==> config.mk <==
export PLATFORM = sky130hd
export DESIGN_NAME = cordic_fix2float
export DESIGN_NICKNAME = d
export VERILOG_FILES = /design/src/rtl/cordic_fp_pkg.sv /design/src/rtl/cordic_fix2float.sv
export SDC_FILE = /design/constraint.sdc
export NUM_CORES = 1
export LEC_CHECK = 0
export CAP_MARGIN = 25
export CORE_MARGIN = 1
export CORE_UTILIZATION = 40
export DETAILED_ROUTE_END_ITERATION = 10
export PLACE_DENSITY = 0.68
export SYNTH_ARGS = -nofsm -noshare
export SYNTH_HDL_FRONTEND = slang
export SYNTH_SLANG_ARGS = --single-unit
==> constraint.sdc <==
create_clock -name clk -period 2.1 [get_ports clk]
set_input_delay 0.42 -clock clk [delete_from_list [all_inputs] [get_ports clk]]
set_output_delay 0.42 -clock clk [all_outputs]
set_load 0.01 [all_outputs]
==> src/rtl/cordic_fp_pkg.sv <==
// Shared constants and types for the CORDIC fixed-point to IEEE-754 float path.
package cordic_fp_pkg;

  localparam int FIX_W   = 22;
  localparam int FRAC_W  = 20;
  localparam int FP_BIAS = 127;

  // Exponent when mag[21] is already set: weight of bit 21 is 2^(FIX_W-1-FRAC_W).
  localparam logic [7:0]  EXP_TOP     = 8'(FP_BIAS + FIX_W - 1 - FRAC_W);
  localparam logic [4:0]  MAX_SHIFT   = 5'(FIX_W - 1);
  localparam logic [31:0] FP_POS_ZERO = 32'h0000_0000;

  typedef enum logic [1:0] {
    ST_IDLE = 2'd0,
    ST_NORM = 2'd1,
    ST_DONE = 2'd2
  } state_e;

endpackage

==> src/rtl/cordic_fix2float.sv <==
// Converts signed Q1.20 CORDIC output to single-precision float by shifting
// the magnitude left one bit per cycle until its top bit is set.
module cordic_fix2float
  import cordic_fp_pkg::*;
(
  input  logic             clk,
  input  logic             reset,
  input  logic [FIX_W-1:0] in_data,
  input  logic             in_valid,
  output logic             in_ready,
  output logic [31:0]      out_data,
  output logic             out_valid,
  input  logic             out_ready
);

  state_e            state_q, state_d;
  logic              sign_q, sign_d;
  logic [FIX_W-1:0]  mag_q, mag_d;
  logic [4:0]        cnt_q, cnt_d;
  logic [31:0]       out_q, out_d;

  always_comb begin
    state_d = state_q;
    sign_d  = sign_q;
    mag_d   = mag_q;
    cnt_d   = cnt_q;
    out_d   = out_q;
    case (state_q)
      ST_IDLE: begin
        if (in_valid) begin
          sign_d  = in_data[FIX_W-1];
          // -0x200000 wraps back to 0x200000, which is the correct unsigned magnitude.
          mag_d   = in_data[FIX_W-1] ? (~in_data + 1'b1) : in_data;
          cnt_d   = '0;
          state_d = ST_NORM;
        end
      end
      ST_NORM: begin
        if (mag_q[FIX_W-1]) begin
          out_d   = {sign_q, EXP_TOP - {3'b000, cnt_q}, mag_q[FIX_W-2:0], 2'b00};
          state_d = ST_DONE;
        end else if (cnt_q == MAX_SHIFT) begin
          // Only a zero magnitude can reach the shift limit without normalising.
          out_d   = FP_POS_ZERO;
          state_d = ST_DONE;
        end else begin
          mag_d = {mag_q[FIX_W-2:0], 1'b0};
          cnt_d = cnt_q + 5'd1;
        end
      end
      ST_DONE: begin
        if (out_ready) state_d = ST_IDLE;
      end
      default: state_d = ST_IDLE;
    endcase
  end

  always_ff @(posedge clk) begin
    if (reset) begin
      state_q <= ST_IDLE;
      sign_q  <= 1'b0;
      mag_q   <= '0;
      cnt_q   <= '0;
      out_q   <= FP_POS_ZERO;
    end else begin
      state_q <= state_d;
      sign_q  <= sign_d;
      mag_q   <= mag_d;
      cnt_q   <= cnt_d;
      out_q   <= out_d;
    end
  end

  assign in_ready  = (state_q == ST_IDLE);
  assign out_valid = (state_q == ST_DONE);
  assign out_data  = out_q;

endmodule

==> qor.yml <==
run_status:
  status: "finished, final reports clean"
synth:
  avgSynthCellArea_um2: 8.537
  synth_seq_area_share_pct: 40.90
  yosys_warnings: 0
  synth.cell_area_mm2: 0.002937
  synth_edf_count: 0
  async_flop_share_pct: 0
  synth_cells: 344
  ys.flop_type: "dfxtp_1"
  synth_cell_types: 51
  ys_seq_elements: 60
place:
  io_buffers: 57
  dp_hpwl_mm: 5.901
  place_ws_ns: -0.2367
  gp_congestion: 0.8393
grt:
  gr-usage-all-layers_pct: 22.31
  grt_pass1_vias: 2755
  grt_start_max_net_pins: 29
  grt_antenna_before_repair: 0
  grt_overflow: 0
  grt_pass1_wl_mm: 13.03
power_and_ir_drop:
  switchingPower_uw: 737.1
  p_sw_share_pct: 26.51
  p_seq_share_pct: 44.9
  p_leak_uw: 0.001624
  combinationalPowerShare_pct: 17.4
  power.density_mw_per_mm2: 671.0
  internal_power_uw: 2044
  pwr-share-clk_pct: 37.7
  ir_worst_vdd_mv: 0.3731
finish:
  syn2layout_area_growth_pct: 41.12
  fin_util_pct: 59.68
  drive_above_1_share_pct: 18.16
  seqCellArea_mm2: 0.001201
  nets: 471
  n_antenna_cell: 0
  multi_input_area_mm2: 0.001617
  nFillCells: 614
worst_setup_path:
  critPathCaptureType: "flip-flop"
  crit_arrival_ns: 2.24
  reg2reg_from: "cnt_q[1]"
  critPathKind: "input pin to flip-flop"
  worst_r2r_endpoint: "mag_q[20]"
  critPathCapture: "mag_q[19]"
  critPathMaxFanout: 4
  r2r_cells: 7
  crit_start: "in_data[10]"
  startpoint_type: "input pin"
  critical_path_required_ns: 2.34
  r2r_slack_ns: 0.21
floorplanning:
  core-area_mm2: 0.006944
  die_area_mm2: 0.007688
  start_util_pct: 42.29
  die_w_um: 87.68
  dieHeight_um: 87.68
  ioPinCount: 60
  row_count: 30
hold_path:
  holdCritPathClass: "flip-flop to flip-flop"
sta:
  fin_worst_skew_ns: 0.007136
  finalCritPeriodShare_pct: 95.33
  fin_crit_ns: 2.002
  setup_viol: 0
  worst_slack_ns: 0.09805
  fmax_ghz: 0.4995
  rsz0062_at_grt: "false"
  hold_viol: 0
  finalMaxSlewViolations: 0
  whs_ns: 0.4678
clock_tree:
  cts_buffer_depth: 2
  cts_tree: "built"
  root_buffer: "clkbuf_8"
  clk_pin_slew_ns: 0.07
  htreeDepth: 3
  cts_inserted_buffers: 9
  cts_sinks: 60
  clock_latency_ns: 0.35
flow_run:
  cap_violations: 0
routing:
  wl_per_cell_um: 14.65
  drt_first_pass_iters: 4
  post-route-drc-count: 0
  dr.first_iter.drc_count: 172
  viasPerCell: 5.467
  vias: 2963
  antenna_left: 0
  routed_wl_mm: 7.942
## worst min path at each step
stage | end | start | cells after the start | slack (ns)
after detailed placement | out_data[28] | out_data[28] | 2 | 0.46
after floorplan | sign_q | sign_q | 2 | 0.44
after global placement | sign_q | sign_q | 2 | 0.45
after CTS | out_data[28] | out_data[28] | 2 | 0.47
final | out_data[28] | out_data[28] | 2 | 0.47
after global routing | out_data[28] | out_data[28] | 2 | 0.49
## repair_timing
| item | 4_1_cts | 5_1_grt |
|---|---|---|
| buffers inserted | 0 | 1 |
| setup endpoints to repair | 0 | 6 |
| resized for setup | 0 | 1 |
| hold buffers | 0 | 0 |
## power groups by stage
| stage | sequential (uW) | combinational [uW] | clock, uW |
|---|---|---|---|
| finish | 1250 | 485 | 1050 |
| detailed placement | 1270 | 469 | 0 |
| global placement | 1270 | 463 | 0 |
| floorplan | 1250 | 258 | 0 |
| global route | 1250 | 533 | 1130 |
| CTS | 1250 | 471 | 1080 |
## cells by family (layout without fill, tap and decap cells)
| group | Yosys count | after routing | share of synthesized area, % |
|---|---|---|---|
| buffers and inverters | 31 | 132 | 4.474 |
| muxes | 6 | 6 | 2.088 |
| adders and majority gates | 4 | 4 | 1.704 |
| xor gates and xnor gates | 20 | 20 | 5.965 |
| AOI/OAI and AO/OA | 103 | 103 | 25.14 |
| DFF | 60 | 60 | 40.90 |
| other | 1 | 2 | 0.1277 |
| and+or+nand+nor | 119 | 119 | 19.60 |
## placed cells by master, fill, tap and decap left out, types with 6 or more instances in the layout
master | synthesis | routed
a21oi_1 | 7 | 7
a22oi_1 | 30 | 30
clkbuf_8 | 0 | 11
nor2_1 | 58 | 58
xnor2_1 | 8 | 8
dfxtp_1 | 60 | 60
buf_4 | 2 | 52
o21ai_0 | 27 | 26
xor2_1 | 12 | 12
o211a_1 | 6 | 6
nor3_1 | 10 | 10
nand2_1 | 17 | 17
clkdlybuf4s50_1 | 0 | 57
## per-layer routing
metal,up-vias,part of all wire (%),track usage (%)
met3,14,5.9,6.032
met2,101,48,37.22
met5,-,0,0
met1,1397,44,27.76
met4,0,2.1,7.899
li1,1451,-,-
## synth_stat cells (6+ instances only)
library cell / number / share of area (%)
nor2_1: 58 / 7.4
buf_2: 6 / 1.0
a21oi_1: 7 / 1.2
nand2_1: 17 / 2.2
o211a_1: 6 / 2.0
o21ai_0: 27 / 4.6
xnor2_1: 8 / 2.4
clkbuf_1: 16 / 2.0
xor2_1: 12 / 3.6
nor3_1: 10 / 1.7
a22oi_1: 30 / 7.7
dfxtp_1: 60 / 41
## cell type report
class | instances | area share (%)
sequential | 60 | 28.99
inverter | 6 | 0.5435
tap | 96 | 2.899
clock buffer | 12 | 3.744
multi-input combinational | 254 | 39.01
clock inverter | 4 | 1.147
timing repair buffer | 110 | 23.67
## registers in the layout, indices dropped and copies added (netlist names)
name,flops
out_data,30
sign_q,1
mag_q,22
state_q,2
cnt_q,5
## critical path, stage by stage
cell,delay (ns)
clkdlybuf4s50_1,0.41
or4_1,0.60
and4b_1,0.35
a41oi_1,0.13
a311oi_1,0.33
## through the flow
stage                     TNS [ns]  total power (uW)  std cells  cell area [um2]
after global routing             0              2919        542             4144
after detailed placement    -2.163              1741        525             3916
after floorplan                  0              1513        345             2940
after global placement      -1.758              1733        525             3916
after CTS                        0              2793        541             4119
final                            0              2781        542             4144
Note: power is estimated with default switching activity, not from simulation.
